**config.mk**
```make
export PLATFORM = sky130hd
export DESIGN_NAME = axil_pattern_master_flat
export DESIGN_NICKNAME = d
export VERILOG_FILES = /design/src/rtl/axil_pattern_pkg.sv /design/src/rtl/axil_pattern_if.sv /design/src/rtl/axil_pattern_timeout.sv /design/src/rtl/axil_pattern_master.sv /design/src/flat_wrapper.sv
export SDC_FILE = /design/constraint.sdc
export NUM_CORES = 1
export LEC_CHECK = 0
export ABC_CLOCK_PERIOD_IN_PS = 3600
export BUFFER_PORTS_ARGS = -buffer_cell sky130_fd_sc_hd__buf_2
export CAP_MARGIN = 5
export CORE_ASPECT_RATIO = 1.1
export CORE_MARGIN = 3
export CORE_UTILIZATION = 25
export CTS_BUF_LIST = sky130_fd_sc_hd__clkbuf_16
export DETAILED_ROUTE_END_ITERATION = 12
export PLACE_DENSITY = 0.43
export SETUP_SLACK_MARGIN = 0.2
export SYNTH_ARGS = -nofsm -noshare
export SYNTH_HDL_FRONTEND = slang
export SYNTH_SLANG_ARGS = --single-unit
```
**constraint.sdc**
```tcl
create_clock -name clk -period 3.6 [get_ports clk]
set_input_delay 0.72 -clock clk [delete_from_list [all_inputs] [get_ports clk]]
set_output_delay 0.72 -clock clk [all_outputs]
set_load 0.01 [all_outputs]
```
**src/rtl/axil_pattern_pkg.sv**
```systemverilog
// axil_pattern_pkg: shared FSM states, run modes and AXI response codes
package axil_pattern_pkg;
    typedef enum logic [2:0] {IDLE, WR_REQ, WR_RESP, RD_REQ, RD_DATA, FINISH} state_e;
    typedef enum logic [1:0] {
        MODE_WRITE     = 2'b00,
        MODE_READ      = 2'b01,
        MODE_WR_VERIFY = 2'b10,
        MODE_RSVD      = 2'b11
    } mode_e;
    localparam logic [1:0] OKAY = 2'b00;
endpackage

```
**src/rtl/axil_pattern_if.sv**
```systemverilog
// axil_pattern_if: AXI-Lite bus (32-bit data) with master and slave views
interface axil_pattern_if #(parameter int ADDR_W = 32);
    logic [ADDR_W-1:0] awaddr;
    logic [2:0]        awprot;
    logic              awvalid, awready;
    logic [31:0]       wdata;
    logic [3:0]        wstrb;
    logic              wvalid, wready;
    logic [1:0]        bresp;
    logic              bvalid, bready;
    logic [ADDR_W-1:0] araddr;
    logic [2:0]        arprot;
    logic              arvalid, arready;
    logic [31:0]       rdata;
    logic [1:0]        rresp;
    logic              rvalid, rready;
    modport master (
        output awaddr, awprot, awvalid, input awready,
        output wdata, wstrb, wvalid, input wready,
        input bresp, bvalid, output bready,
        output araddr, arprot, arvalid, input arready,
        input rdata, rresp, rvalid, output rready
    );
    modport slave (
        input awaddr, awprot, awvalid, output awready,
        input wdata, wstrb, wvalid, output wready,
        output bresp, bvalid, input bready,
        input araddr, arprot, arvalid, output arready,
        output rdata, rresp, rvalid, input rready
    );
endinterface

```
**src/rtl/axil_pattern_timeout.sv**
```systemverilog
// axil_pattern_timeout: counts cycles since clr, flags when the limit is reached
module axil_pattern_timeout #(
    parameter int TIMEOUT_CYC = 1_000_000
) (
    input  logic clk,
    input  logic rst,
    input  logic clr,
    output logic expired
);
    localparam int CW = $clog2(TIMEOUT_CYC + 1);
    logic [CW-1:0] cnt;
    // cycles spent in the current state, parked at the limit
    always_ff @(posedge clk) begin
        cnt <= (rst || clr) ? '0 : expired ? cnt : cnt + CW'(1);
    end
    assign expired = cnt == CW'(TIMEOUT_CYC);
endmodule

```
**src/rtl/axil_pattern_master.sv**
```systemverilog
// axil_pattern_master: writes and/or read-verifies an incrementing pattern over AXI-Lite
module axil_pattern_master
    import axil_pattern_pkg::*;
#(
    parameter int                ADDR_W       = 32,
    parameter logic [ADDR_W-1:0] BASE_ADDR    = '0,
    parameter int                SECTOR_BYTES = 512,
    parameter int                NUM_SECTORS  = 4,
    parameter logic [31:0]       SEED         = 32'h3412_0000,
    parameter int                TIMEOUT_CYC  = 1_000_000
) (
    input  logic              clk,
    input  logic              rst,
    input  logic              start,
    input  logic [1:0]        mode,
    output logic              busy,
    output logic              done,
    output logic              pass,
    output logic              timeout,
    output logic [15:0]       err_count,
    output logic [ADDR_W-1:0] first_err_addr,
    axil_pattern_if.master    m_axil
);
    localparam int N  = NUM_SECTORS * SECTOR_BYTES / 4;
    localparam int IW = N > 1 ? $clog2(N) : 1;
    state_e            state, state_n;
    mode_e             mode_r, mode_n;
    logic [IW-1:0]     idx, idx_n;
    logic [ADDR_W-1:0] addr, addr_n, first_err_n;
    logic [31:0]       data, data_n;
    logic [15:0]       err_n;
    logic              awvalid, awvalid_n, wvalid, wvalid_n, arvalid, arvalid_n;
    logic              timeout_n, pass_n, expired, last, bad;
    axil_pattern_timeout #(.TIMEOUT_CYC(TIMEOUT_CYC)) u_timeout (
        .clk     (clk),
        .rst     (rst),
        .clr     (state_n != state),
        .expired (expired)
    );
    // sectors are contiguous, so address(i) reduces to BASE_ADDR + 4*i
    assign last            = idx == IW'(N - 1);
    assign busy            = state != IDLE && state != FINISH;
    assign done            = state == FINISH;
    assign m_axil.awaddr   = addr;
    assign m_axil.araddr   = addr;
    assign m_axil.wdata    = data;
    assign m_axil.awprot   = 3'b000;
    assign m_axil.arprot   = 3'b000;
    assign m_axil.wstrb    = 4'hF;
    assign m_axil.awvalid  = awvalid;
    assign m_axil.wvalid   = wvalid;
    assign m_axil.arvalid  = arvalid;
    assign m_axil.bready   = state == WR_RESP;
    assign m_axil.rready   = state == RD_DATA;
    // next-state, handshake and error bookkeeping
    always_comb begin
        state_n     = state;
        mode_n      = mode_r;
        idx_n       = idx;
        addr_n      = addr;
        data_n      = data;
        awvalid_n   = awvalid;
        wvalid_n    = wvalid;
        arvalid_n   = arvalid;
        err_n       = err_count;
        first_err_n = first_err_addr;
        timeout_n   = timeout;
        pass_n      = pass;
        bad         = 1'b0;
        case (state)
            IDLE: if (start) begin
                mode_n      = mode_e'(mode);
                idx_n       = '0;
                addr_n      = BASE_ADDR;
                data_n      = SEED;
                err_n       = '0;
                first_err_n = '0;
                timeout_n   = 1'b0;
                pass_n      = 1'b0;
                arvalid_n   = mode == MODE_READ;
                awvalid_n   = mode != MODE_READ;
                wvalid_n    = mode != MODE_READ;
                state_n     = mode == MODE_READ ? RD_REQ : WR_REQ;
            end
            WR_REQ: begin
                awvalid_n = awvalid && !m_axil.awready;
                wvalid_n  = wvalid && !m_axil.wready;
                state_n   = (awvalid_n || wvalid_n) ? WR_REQ : WR_RESP;
            end
            WR_RESP: if (m_axil.bvalid) begin
                bad = m_axil.bresp != OKAY;
                if (!last) begin
                    idx_n     = idx + IW'(1);
                    addr_n    = addr + ADDR_W'(4);
                    data_n    = data + 32'd1;
                    awvalid_n = 1'b1;
                    wvalid_n  = 1'b1;
                    state_n   = WR_REQ;
                end else if (mode_r == MODE_WR_VERIFY) begin
                    idx_n     = '0;
                    addr_n    = BASE_ADDR;
                    data_n    = SEED;
                    arvalid_n = 1'b1;
                    state_n   = RD_REQ;
                end else begin
                    state_n = FINISH;
                end
            end
            RD_REQ: begin
                arvalid_n = !m_axil.arready;
                state_n   = m_axil.arready ? RD_DATA : RD_REQ;
            end
            RD_DATA: if (m_axil.rvalid) begin
                bad       = m_axil.rresp != OKAY || m_axil.rdata != data;
                idx_n     = last ? idx : idx + IW'(1);
                addr_n    = last ? addr : addr + ADDR_W'(4);
                data_n    = last ? data : data + 32'd1;
                arvalid_n = !last;
                state_n   = last ? FINISH : RD_REQ;
            end
            FINISH: state_n = IDLE;
            default: state_n = IDLE;
        endcase
        if (bad) begin
            err_n       = &err_count ? err_count : err_count + 16'd1;
            first_err_n = err_count == '0 ? addr : first_err_addr;
        end
        if (busy && expired) begin
            awvalid_n = 1'b0;
            wvalid_n  = 1'b0;
            arvalid_n = 1'b0;
            timeout_n = 1'b1;
            state_n   = FINISH;
        end
        if (state_n == FINISH) pass_n = err_n == '0 && !timeout_n;
    end
    // state and datapath registers
    always_ff @(posedge clk) begin
        if (rst) begin
            state          <= IDLE;
            mode_r         <= MODE_WRITE;
            idx            <= '0;
            addr           <= '0;
            data           <= '0;
            awvalid        <= 1'b0;
            wvalid         <= 1'b0;
            arvalid        <= 1'b0;
            err_count      <= '0;
            first_err_addr <= '0;
            timeout        <= 1'b0;
            pass           <= 1'b0;
        end else begin
            state          <= state_n;
            mode_r         <= mode_n;
            idx            <= idx_n;
            addr           <= addr_n;
            data           <= data_n;
            awvalid        <= awvalid_n;
            wvalid         <= wvalid_n;
            arvalid        <= arvalid_n;
            err_count      <= err_n;
            first_err_addr <= first_err_n;
            timeout        <= timeout_n;
            pass           <= pass_n;
        end
    end
endmodule

```
**src/flat_wrapper.sv**
```systemverilog
// flat-port wrapper written by rule: the top's interface ports become plain ports
module axil_pattern_master_flat import axil_pattern_pkg::*;
#(
    parameter int                ADDR_W       = 32,
    parameter logic [ADDR_W-1:0] BASE_ADDR    = '0,
    parameter int                SECTOR_BYTES = 512,
    parameter int                NUM_SECTORS  = 4,
    parameter logic [31:0]       SEED         = 32'h3412_0000,
    parameter int                TIMEOUT_CYC  = 1_000_000
)
  (clk, rst, start, mode, busy, done, pass, timeout, err_count, first_err_addr, m_axil_awaddr, m_axil_awprot, m_axil_awvalid, m_axil_awready, m_axil_wdata, m_axil_wstrb, m_axil_wvalid, m_axil_wready, m_axil_bresp, m_axil_bvalid, m_axil_bready, m_axil_araddr, m_axil_arprot, m_axil_arvalid, m_axil_arready, m_axil_rdata, m_axil_rresp, m_axil_rvalid, m_axil_rready);
  axil_pattern_if #(.ADDR_W(ADDR_W)) m_axil_i ();
  input  logic clk;
  input  logic rst;
  input  logic start;
  input  logic [1:0] mode;
  output logic busy;
  output logic done;
  output logic pass;
  output logic timeout;
  output logic [15:0] err_count;
  output logic [ADDR_W-1:0] first_err_addr;
  output wire logic [$bits(m_axil_i.awaddr)-1:0] m_axil_awaddr;
  output wire logic [$bits(m_axil_i.awprot)-1:0] m_axil_awprot;
  output wire logic [$bits(m_axil_i.awvalid)-1:0] m_axil_awvalid;
  input wire logic [$bits(m_axil_i.awready)-1:0] m_axil_awready;
  output wire logic [$bits(m_axil_i.wdata)-1:0] m_axil_wdata;
  output wire logic [$bits(m_axil_i.wstrb)-1:0] m_axil_wstrb;
  output wire logic [$bits(m_axil_i.wvalid)-1:0] m_axil_wvalid;
  input wire logic [$bits(m_axil_i.wready)-1:0] m_axil_wready;
  input wire logic [$bits(m_axil_i.bresp)-1:0] m_axil_bresp;
  input wire logic [$bits(m_axil_i.bvalid)-1:0] m_axil_bvalid;
  output wire logic [$bits(m_axil_i.bready)-1:0] m_axil_bready;
  output wire logic [$bits(m_axil_i.araddr)-1:0] m_axil_araddr;
  output wire logic [$bits(m_axil_i.arprot)-1:0] m_axil_arprot;
  output wire logic [$bits(m_axil_i.arvalid)-1:0] m_axil_arvalid;
  input wire logic [$bits(m_axil_i.arready)-1:0] m_axil_arready;
  input wire logic [$bits(m_axil_i.rdata)-1:0] m_axil_rdata;
  input wire logic [$bits(m_axil_i.rresp)-1:0] m_axil_rresp;
  input wire logic [$bits(m_axil_i.rvalid)-1:0] m_axil_rvalid;
  output wire logic [$bits(m_axil_i.rready)-1:0] m_axil_rready;
  assign m_axil_awaddr = m_axil_i.awaddr;
  assign m_axil_awprot = m_axil_i.awprot;
  assign m_axil_awvalid = m_axil_i.awvalid;
  assign m_axil_i.awready = m_axil_awready;
  assign m_axil_wdata = m_axil_i.wdata;
  assign m_axil_wstrb = m_axil_i.wstrb;
  assign m_axil_wvalid = m_axil_i.wvalid;
  assign m_axil_i.wready = m_axil_wready;
  assign m_axil_i.bresp = m_axil_bresp;
  assign m_axil_i.bvalid = m_axil_bvalid;
  assign m_axil_bready = m_axil_i.bready;
  assign m_axil_araddr = m_axil_i.araddr;
  assign m_axil_arprot = m_axil_i.arprot;
  assign m_axil_arvalid = m_axil_i.arvalid;
  assign m_axil_i.arready = m_axil_arready;
  assign m_axil_i.rdata = m_axil_rdata;
  assign m_axil_i.rresp = m_axil_rresp;
  assign m_axil_i.rvalid = m_axil_rvalid;
  assign m_axil_rready = m_axil_i.rready;
  axil_pattern_master #(.ADDR_W(ADDR_W), .BASE_ADDR(BASE_ADDR), .SECTOR_BYTES(SECTOR_BYTES), .NUM_SECTORS(NUM_SECTORS), .SEED(SEED), .TIMEOUT_CYC(TIMEOUT_CYC)) u_core (.clk(clk), .rst(rst), .start(start), .mode(mode), .busy(busy), .done(done), .pass(pass), .timeout(timeout), .err_count(err_count), .first_err_addr(first_err_addr), .m_axil(m_axil_i));
endmodule
```
==> run metrics, run 1 <==
Hold Vio Cnt, Final=0; grt ovf=0; min-delay worst type=reg -> reg; Antenna diodes=0; worst skew pair latency=0.43 ns; IO Pins=209; effective utilization at floorplan=0.256; main combinational cell family by area after synthesis=simple AND/OR/NAND/NOR gates; fin. max-slew vios=0; leakage power=3.81 nW; TritonCTS clock tree=yes; gpl congestion=0.805; total CTS buffers=17; status=complete, no violations; Placeable Area=29800 sq um; DRC viols=0; initial antenna violation count=0; P&R area growth vs syn=23.9%; number of synthesized register bits=148; CP Data Arrival Time=3.43 ns; Post-Syn Area per Cell=8.10 sq um; final wirelength=23000 um; Most used DFF post-synth=dfxtp_1; Post-Synth Simple-Gate Area=0.270; Slew HR=0.474; largest net degree at the start of global routing=41; row count=66; post-route clock skew=0.0162 ns; Die Area=32600 sq um; nets@finish=1156; largest cells by area after synthesis=dfxtp_1 39%, xnor2_1 6.7%, xor2_1 6.5%, nor2_1 6.1%, nand3_1 5.1%; post-route ant nets=0; Post-Syn Instances=942; vias in the first global route=6601; EDFF count, synth=0; final cycle utilization of the critical path=0.853; die width=173 um; drt pass-1 iters=7; Synth cell types=66; critical path type=reg -> reg; Starting DRT DRC Count=265; ratio of cells with drive above 1 in the final layout=0.239; HPWL Detailed=17300 um; share of Yosys cell area claimed by the top area cell type=0.388; endpoints failing setup=0; Setup Fix Bufs, Post-CTS=0; Via Count=6906; total negative slack=0 ns; fmax=326 MHz; DR vias/cell=4.53; Worst setup SP type=flip-flop; peak supply drop=0.000234 V; warnings from Yosys=0; Final Critical Period=3.07 ns; compound-gate portion of the synthesized area=0.108; first-pass GRT wire length=36800 um; gr usage total=0.139; post-synthesis sequential area ratio=0.388; CTS sink cnt=148; Root Buffer=clkbuf_16; Pwr Density=429 nW/um^2; cts hold-fix bufs=0; CP endpoint kind=flip-flop; Post-Syn Area=7630 sq um; worst-path fanout max=20; Avg WL per Cell=15.1 um; number of fill cells in the layout=3258; final hold slack=0.462 ns; max-cap viol count=0; Worst Tran Pin Value=0.789 ns; Worst EP required=3.96 ns; Die Ht=189 um; Clock transition at path regs=0.08 ns; RSZ-0062 raised after global routing=no; area leader, netlist=dfxtp_1; Synth Area in Adders=0.0131; CTS Buffer Depth=2; CTS H-tree lvls=4; mux contribution to synthesized area=0.0116; ys async rst share=0; Post-Synth XOR/XNOR Area=0.132; Port-buffer cells=194
timing repair:
action | 4_1_cts | 5_1_grt
gates cloned | 0 | 0
resized for setup | 1 | 1
endpoints found under the setup margin | 1 | 1
layout by cell type (no fill, tap or decap), types with 5 or more instances in the layout:
cell type / instances
a21oi_1: 72
and3_1: 23
buf_2: 194
buf_4: 20
clkbuf_16: 17
conb_1: 14
dfxtp_1: 147
ha_1: 8
inv_1: 16
inv_6: 5
inv_8: 5
nand2_1: 97
nand2b_1: 7
nand3_1: 78
nand4_1: 22
nor2_1: 123
nor3_1: 18
nor4b_1: 5
o211ai_1: 7
o21ai_0: 17
or2_2: 5
or3_1: 11
xnor2_1: 58
xor2_1: 57
per-stage QoR:
stage          std cells  power [mW]  area [sq um]  utilization  setup slack, ns
2_1_floorplan        954        2.06          7670            -            0.835
3_3_place_gp        1491        2.25          8840        0.296            0.164
3_5_place_dp        1491        2.24          8840        0.296            0.144
4_1_cts             1523        4.13          9450        0.317            0.356
5_1_grt             1523        4.26          9450        0.317            0.269
6_report            1523        4.06          9450        0.317            0.529
flip-flops by register name (all words and copies together), names as in the netlist:
signal	count
u_core.state	3
u_core.m_axil.awvalid	1
u_core.pass	1
u_core.idx	9
u_core.m_axil.wvalid	1
u_core.timeout	1
u_core.m_axil.wdata	32
u_core.u_timeout.cnt	20
u_core.m_axil.arvalid	1
u_core.m_axil.araddr	30
u_core.mode_r	2
u_core.err_count	16
u_core.first_err_addr	31
power breakdown:
part	internal, mW	total [mW]	switching, mW
Clock	1.06	1.86	0.801
Sequential	1.67	1.72	0.0476
Combinational	0.176	0.481	0.305
Total	2.90	4.06	1.15
final cells by class:
type	count	area, sq um	share of cell area
inverter	16	60.1	0.00635
multi-input combinational	703	4150	0.439
sequential	148	2960	0.314
timing repair buffer	216	1160	0.123
tap	408	510	0.0540
clock buffer	17	425	0.0450
clock inverter	15	186	0.0197
cell families after synthesis:
kind of cell,after synthesis
multiplexers,8
adder cells (fa/ha/maj),8
AND/OR/NAND/NOR,424
AO/OA/AOI/OAI,134
XOR/XNOR,115
flip-flops,148
other,2
buffers and inverters,103
path summary, 6_finish.rpt:
path                                     startpoint                                endpoint  slack, ns  cells past startpoint
max                      u_core.idx[0]$_SDFFE_PP0P_   u_core.u_timeout.cnt[12]$_SDFFE_PP0P_       0.53                     12
min          u_core.first_err_addr[15]$_SDFFE_PP0P_  u_core.first_err_addr[15]$_SDFFE_PP0P_       0.46                      2
max reg2reg              u_core.idx[0]$_SDFFE_PP0P_   u_core.u_timeout.cnt[12]$_SDFFE_PP0P_       0.53                     12
min reg2reg  u_core.first_err_addr[15]$_SDFFE_PP0P_  u_core.first_err_addr[15]$_SDFFE_PP0P_       0.46                      2
synthesized netlist by cell type (16+ instances only):
| master | number |
|---|---|
| dfxtp_1 | 148 |
| nor2_1 | 123 |
| nand2_1 | 97 |
| nand3_1 | 78 |
| a21oi_1 | 73 |
| xnor2_1 | 58 |
| xor2_1 | 57 |
| buf_4 | 47 |
| clkbuf_1 | 26 |
| and3_1 | 23 |
| nand4_1 | 22 |
| nor3_1 | 19 |
| o21ai_0 | 17 |
| inv_1 | 16 |
critical path, stage by stage, from the launching register on:
cell	delay [ns]
dfxtp_1	0.37
ha_1	0.21
nand3_1	0.09
nor2_1	0.14
ha_1	0.30
inv_1	0.17
or4_1	0.55
nand3_1	0.12
a21oi_1	0.09
xnor2_1	0.14
or4_1	0.47
buf_4	0.22
nor2_1	0.12
layer usage:
metal  part of all wire  vias to the layer above  global-route usage
met5                  0                        -                   0
met4              0.014                        0              0.0393
met3              0.032                       23              0.0249
met2               0.50                      137               0.242
met1               0.45                     3245               0.177
li1                   -                     3501                   -
(Power assumes the default switching activity.)
==> inputs of run 2 (changes only) <==
--- a/config.mk
+++ b/config.mk
@@ -10,10 +10,10 @@
 export CAP_MARGIN = 5
 export CORE_ASPECT_RATIO = 1.1
 export CORE_MARGIN = 3
-export CORE_UTILIZATION = 25
+export CORE_UTILIZATION = 53
 export CTS_BUF_LIST = sky130_fd_sc_hd__clkbuf_16
 export DETAILED_ROUTE_END_ITERATION = 12
-export PLACE_DENSITY = 0.43
+export PLACE_DENSITY = 0.8
 export SETUP_SLACK_MARGIN = 0.2
 export SYNTH_ARGS = -nofsm -noshare
 export SYNTH_HDL_FRONTEND = slang
==> run 2 against run 1 <==
Combinational power down 7.3%. Critical path depth unchanged. Largest power group unchanged. Final cell count down 15%. Cell area down 4.2%. Non-clock buffer count down 7. First-iteration DRC count up 140%. Sequential power about the same. Power down 3.9%. Maximum frequency down 3.0%. Worst hold slack worse by 0.012 ns. Die area down 51%.
==> run metrics, run 2 (synthesis gave the netlist of run 1 again) <==
IO Pins=209 (unchanged); final hold slack=0.450 ns (was 0.462 ns); max-cap viol count=0 (unchanged); CTS sink cnt=148 (unchanged); Worst Tran Pin Value=0.625 ns (was 0.789 ns); Layout Cells excl Fill=1295 (was 1523); Die Ht=132 um (was 189 um); Final Critical Period=3.17 ns (was 3.07 ns); Placeable Area=14000 sq um (was 29800 sq um); gr usage total=0.238 (was 0.139); peak supply drop=0.000312 V (was 0.000234 V); fin. max-slew vios=0 (unchanged); Antenna diodes=0 (unchanged); Worst setup SP type=flip-flop (unchanged); Worst EP required=3.95 ns (was 3.96 ns); HP Start=u_core.mode_r[1]$_SDFFE_PP0P_ (was u_core.first_err_addr[15]$_SDFFE_PP0P_); leakage power=3.74 nW (was 3.81 nW); peak per-stage delay on the critical path=0.54 ns (was 0.55 ns); Largest register FFs=32 (unchanged); Worst setup startpoint=u_core.idx[0]$_SDFFE_PP0P_ (unchanged); endpoints failing setup=0 (unchanged); post-route ant nets=0 (unchanged); gpl congestion=0.958 (was 0.805); Starting DRT DRC Count=623 (was 265); nets@finish=1149 (was 1156); Setup Fix Bufs, Post-CTS=0 (unchanged); GRT met1 Usage=0.297 (was 0.177); Avg WL per Cell=14.9 um (was 15.1 um); fin util=0.649 (was 0.317); HPWL Detailed=14000 um (was 17300 um); Die Area=15900 sq um (was 32600 sq um); met3 GRT Util=0.0446 (was 0.0249); worst-path fanout max=20 (unchanged); effective utilization at floorplan=0.546 (was 0.256); CP top delay family=simple AND/OR/NAND/NOR gates (unchanged); global route hottest layer=met2 (unchanged); TritonCTS clock tree=yes (unchanged); placed cells=1264 (was 1491); total power draw=3.90 mW (was 4.06 mW); dpl cell area=8480 sq um (was 8840 sq um); final instance area=9060 sq um (was 9450 sq um); first-pass GRT wire length=31600 um (was 36800 um); initial antenna violation count=0 (unchanged); CTS H-tree lvls=4 (unchanged); met2 Use GR=0.412 (was 0.242); total negative slack=0 ns (unchanged); worst-path cell chain=ha_1 -> nand3_1 -> nor2_1 -> ha_1 -> inv_1 -> or4_1 -> nand3_1 -> a21oi_1 -> xnor2_1 -> or4_1 -> buf_4 -> nor2_1 (unchanged); total CTS buffers=17 (unchanged); worst skew pair latency=0.42 ns (was 0.43 ns); slowest CP cell=or4_1 (unchanged); row count=45 (was 66); cts hold-fix bufs=0 (unchanged); status=complete, no violations (unchanged); most common cell after layout, fill and taps aside=buf_2 (unchanged); min-delay worst type=reg -> reg (unchanged); RSZ-0062 raised after global routing=no (unchanged); Place WS=0.346 ns (was 0.144 ns); critical path type=reg -> reg (unchanged); worst reg2reg startpoint=u_core.idx[0]$_SDFFE_PP0P_ (unchanged); vias in the first global route=6586 (was 6601); final wirelength=19400 um (was 23000 um); Via Count=7109 (was 6906); grt ovf=0 (unchanged); largest net degree at the start of global routing=54 (was 41); most frequent cells in the layout=194 x buf_2, 148 x dfxtp_1, 123 x nor2_1 (was 194 x buf_2, 147 x dfxtp_1, 123 x nor2_1); Hold Vio Cnt, Final=0 (unchanged); CP endpoint kind=flip-flop (unchanged); post-route clock skew=0.00882 ns (was 0.0162 ns); die width=120 um (was 173 um); ratio of cells with drive above 1 in the final layout=0.227 (was 0.239); PnR worst setup slack=0.435 ns (was 0.529 ns); DR vias/cell=5.49 (was 4.53); Pwr Density=430 nW/um^2 (was 429 nW/um^2); Worst Path Buf+Inv=2 (unchanged); DRC viols=0 (unchanged); Root Buffer=clkbuf_16 (unchanged); P&R area growth vs syn=18.7% (was 23.9%); CP Data Arrival Time=3.51 ns (was 3.43 ns); Slew HR=0.583 (was 0.474); post-cts sizing count=0 (was 1); drt pass-1 iters=5 (was 7); CTS Buffer Depth=2 (unchanged); final cycle utilization of the critical path=0.879 (was 0.853); fmax=316 MHz (was 326 MHz); Clock transition at path regs=0.06 ns (was 0.08 ns); Port-buffer cells=194 (unchanged)
==> run 2: final timing paths <==
| check | endpoint | slack (ns) | depth (start not counted) |
|---|---|---|---|
| max | u_core.u_timeout.cnt[10]$_SDFFE_PP0P_ | 0.43 | 12 |
| min | u_core.mode_r[1]$_SDFFE_PP0P_ | 0.45 | 2 |
| max reg2reg | u_core.u_timeout.cnt[10]$_SDFFE_PP0P_ | 0.43 | 12 |
| min reg2reg | u_core.mode_r[1]$_SDFFE_PP0P_ | 0.45 | 2 |
==> run 2: final cells by class <==
cell class	instances	area, sq um
fillers	1246	4910
multi-input cells	703	4140
flip-flops and latches	148	2960
repair buffers	209	1080
clock buffers	17	425
well taps	188	235
clock inverters	14	148
inverters	16	60.1
==> run 2: report_power, final <==
part	total [mW]	internal [mW]	switching, mW
clock	1.73	1.07	0.665
combinational	0.446	0.162	0.283
sequential	1.72	1.67	0.0501
==> run 2: metal layers <==
metal / routed length (um) / vias up
met5: 0 / -
met4: 394 / 0
met3: 1110 / 35
met2: 9850 / 255
met1: 8000 / 3334
li1: - / 3485
==> run 2: worst register-to-register path, stage by stage (launching register included) <==
cell	delay (ns)
dfxtp_1	0.38
ha_1	0.21
nand3_1	0.08
nor2_1	0.17
ha_1	0.31
inv_1	0.16
or4_1	0.54
nand3_1	0.13
a21oi_1	0.09
xnor2_1	0.15
or4_1	0.50
buf_4	0.23
nor2_1	0.14
==> inputs of run 3 (changes only) <==
--- a/config.mk
+++ b/config.mk
@@ -13,8 +13,9 @@
 export CORE_UTILIZATION = 53
 export CTS_BUF_LIST = sky130_fd_sc_hd__clkbuf_16
 export DETAILED_ROUTE_END_ITERATION = 12
-export PLACE_DENSITY = 0.8
+export PLACE_DENSITY = 0.79
 export SETUP_SLACK_MARGIN = 0.2
 export SYNTH_ARGS = -nofsm -noshare
 export SYNTH_HDL_FRONTEND = slang
+export SYNTH_HIERARCHICAL = 1
 export SYNTH_SLANG_ARGS = --single-unit
==> run 3 against run 2 <==
Worst hold slack better by 0.0079 ns. Final cell count up 2.1%. Combinational power down 2%. Sequential share of layout area down 0.55 points. Cell area up 1.7%. Global-route usage up 0.88 points. Utilization up 0.58 points. Synthesized cell count up 2.7%. Power down 0.43%. Largest power group unchanged.
==> run metrics, run 3 <==
ratio of cells with drive above 1 in the final layout=0.229 (was 0.227); number of synthesized register bits=148 (unchanged); Final Critical Period=3.11 ns (was 3.17 ns); endpoints failing setup=0 (unchanged); critical path type=reg -> reg (unchanged); post-synthesis sequential area ratio=0.381 (was 0.388); Antenna diodes=0 (unchanged); most frequent cells in the layout=194 x buf_2, 148 x dfxtp_1, 113 x nor2_1 (was 194 x buf_2, 148 x dfxtp_1, 123 x nor2_1); fin. max-slew vios=0 (unchanged); Place WS=0.330 ns (was 0.346 ns); Port-buffer cells=194 (unchanged); main combinational cell family by area after synthesis=simple AND/OR/NAND/NOR gates (unchanged); IO Pins=209 (unchanged); initial antenna violation count=0 (unchanged); Post-Synth Simple-Gate Area=0.287 (was 0.270); Starting DRT DRC Count=564 (was 623); Post-Synth XOR/XNOR Area=0.113 (was 0.132); compound-gate portion of the synthesized area=0.118 (was 0.108); Synth top cells by count=148 x dfxtp_1, 113 x nor2_1, 95 x nand2_1 (was 148 x dfxtp_1, 123 x nor2_1, 97 x nand2_1); P&R area growth vs syn=18.5% (was 18.7%); mux contribution to synthesized area=0.00950 (was 0.0116); TritonCTS clock tree=yes (unchanged); RSZ-0062 raised after global routing=no (unchanged); Post-Syn Area=7770 sq um (was 7630 sq um); Pwr Density=421 nW/um^2 (was 430 nW/um^2); worst reg2reg startpoint=u_core/idx[0]$_SDFFE_PP0P_ (was u_core.idx[0]$_SDFFE_PP0P_); largest cells by area after synthesis=dfxtp_1 38%, xnor2_1 6.8%, nor2_1 5.5%, a21oi_1 5.2%, nand2_1 4.6% (was dfxtp_1 39%, xnor2_1 6.7%, xor2_1 6.5%, nor2_1 6.1%, nand3_1 5.1%); Most used DFF post-synth=dfxtp_1 (unchanged); HPWL Detailed=14900 um (was 14000 um); total negative slack=0 ns (unchanged); Avg WL per Cell=15.5 um (was 14.9 um); gr usage total=0.247 (was 0.238); CP Data Arrival Time=3.42 ns (was 3.51 ns); routed wl met3=1410 um (was 1110 um); Placeable Area=14100 sq um (was 14000 sq um); max-cap viol count=0 (unchanged); die width=121 um (was 120 um); status=complete, no violations (unchanged); M1 WL=8760 um (was 8000 um); ys async rst share=0 (unchanged); Post-Syn Area per Cell=8.04 sq um (was 8.10 sq um); first-pass GRT wire length=32900 um (was 31600 um); CP endpoint kind=flip-flop (unchanged); final cycle utilization of the critical path=0.863 (was 0.879); metal2 WL=9960 um (was 9850 um); Hold Vio Cnt, Final=0 (unchanged); worst skew pair latency=0.43 ns (was 0.42 ns); post-route clock skew=0.0182 ns (was 0.00882 ns); CTS sink cnt=148 (unchanged); share of Yosys cell area claimed by the top area cell type=0.381 (was 0.388); post-cts sizing count=0 (unchanged); final wirelength=20500 um (was 19400 um); Setup Fix Bufs, Post-CTS=0 (unchanged); Via Count=7383 (was 7109); most common cell after layout, fill and taps aside=buf_2 (unchanged); leakage power=3.73 nW (was 3.74 nW); total CTS buffers=17 (unchanged); peak supply drop=0.000343 V (was 0.000312 V); vias in the first global route=6637 (was 6586); Die Area=16200 sq um (was 15900 sq um); Worst EP required=3.91 ns (was 3.95 ns); Synth Area in Adders=0.0129 (was 0.0131); register area=2960 sq um (unchanged); Die Ht=133 um (was 132 um); worst reg2reg path depth=13 (was 12); Synth cell types=72 (was 66); largest net degree at the start of global routing=41 (was 54); CTS Buffer Depth=2 (unchanged); DR vias/cell=5.58 (was 5.49); PnR worst setup slack=0.492 ns (was 0.435 ns); post-route ant nets=0 (unchanged); effective utilization at floorplan=0.552 (was 0.546); warnings from Yosys=6 (was 0); drt pass-1 iters=5 (unchanged); area leader, netlist=dfxtp_1 (unchanged); Multi-input gate area=4260 sq um (was 4140 sq um); Hold Crit Depth=2 (unchanged); Highest Signal Layer=met4 (unchanged); nets@finish=1175 (was 1149); HP Start=u_core/idx[8]$_SDFFE_PP0P_ (was u_core.mode_r[1]$_SDFFE_PP0P_); EDFF count, synth=0 (unchanged); Worst Tran Pin Value=0.684 ns (was 0.625 ns); grt ovf=0 (unchanged); CTS H-tree lvls=4 (unchanged); final hold slack=0.458 ns (was 0.450 ns); Root Buffer=clkbuf_16 (unchanged); DRC viols=0 (unchanged); number of fill cells in the layout=1270 (was 1246); Largest register FFs=32 (unchanged); gpl congestion=0.946 (was 0.958); Slew HR=0.541 (was 0.583); row count=45 (unchanged); cts hold-fix bufs=0 (unchanged); fmax=322 MHz (was 316 MHz); Clock transition at path regs=0.06 ns (about the same); Worst setup SP type=flip-flop (unchanged); worst-path fanout max=6 (was 20); min-delay worst type=reg -> reg (unchanged); Post-Syn Instances=967 (was 942); top-count cell post-synth=dfxtp_1 (unchanged); Worst setup startpoint=u_core/idx[0]$_SDFFE_PP0P_ (was u_core.idx[0]$_SDFFE_PP0P_)
-- run 3: layout make-up --
type / count / share of cell area
timing repair buffer: 208 / 0.117
tap: 188 / 0.0255
clock inverter: 15 / 0.0170
inverter: 25 / 0.0102
clock buffer: 17 / 0.0462
sequential: 148 / 0.322
multi-input combinational: 721 / 0.463
-- run 3: path summary, 6_finish.rpt --
| check | end | slack (ns) |
|---|---|---|
| max | u_core/m_axil.araddr[26]$_SDFFE_PP0P_ | 0.49 |
| min | u_core/idx[8]$_SDFFE_PP0P_ | 0.46 |
| min reg2reg | u_core/idx[8]$_SDFFE_PP0P_ | 0.46 |
| max reg2reg | u_core/m_axil.araddr[26]$_SDFFE_PP0P_ | 0.49 |
-- run 3: metrics by stage --
step	total power, mW	cells	area (sq um)	utilization
after floorplan	2.04	979	7820	-
after global placement	2.17	1290	8620	0.613
after detailed placement	2.17	1290	8620	0.613
after CTS	3.90	1322	9210	0.654
after global routing	4.03	1322	9210	0.654
final	3.88	1322	9210	0.654
-- run 3: critical path: stages, from the launching register on --
cell and delay, ns:
dfxtp_1 0.33, ha_1 0.24, nand3_1 0.09, nor2_1 0.05, ha_1 0.23, nand3b_1 0.17
a21o_1 0.22, a2111o_1 0.52, nor4_2 0.41, and3_1 0.23, and2_1 0.19, nand3_1 0.11
xor2_1 0.16, nor2_1 0.05
-- run 3: cells by family after synthesis --
kind of cell,count (synthesis)
AND/OR/NAND/NOR,443
XOR/XNOR,100
multiplexers,6
other,2
buffers and inverters,110
adder cells (fa/ha/maj),8
flip-flops,148
AO/OA/AOI/OAI,150
-- run 3: where the power goes --
part,leakage [nW],switching (mW),internal [mW]
sequential,1.19,0.0375,1.67
combinational,2.26,0.280,0.155
clock,0.279,0.719,1.02
-- run 3: layer usage --
| layer | up-vias | track usage |
|---|---|---|
| li1 | 3621 | - |
| met1 | 3460 | 0.330 |
| met2 | 274 | 0.395 |
| met3 | 28 | 0.0522 |
| met4 | 0 | 0.0847 |
| met5 | - | 0 |
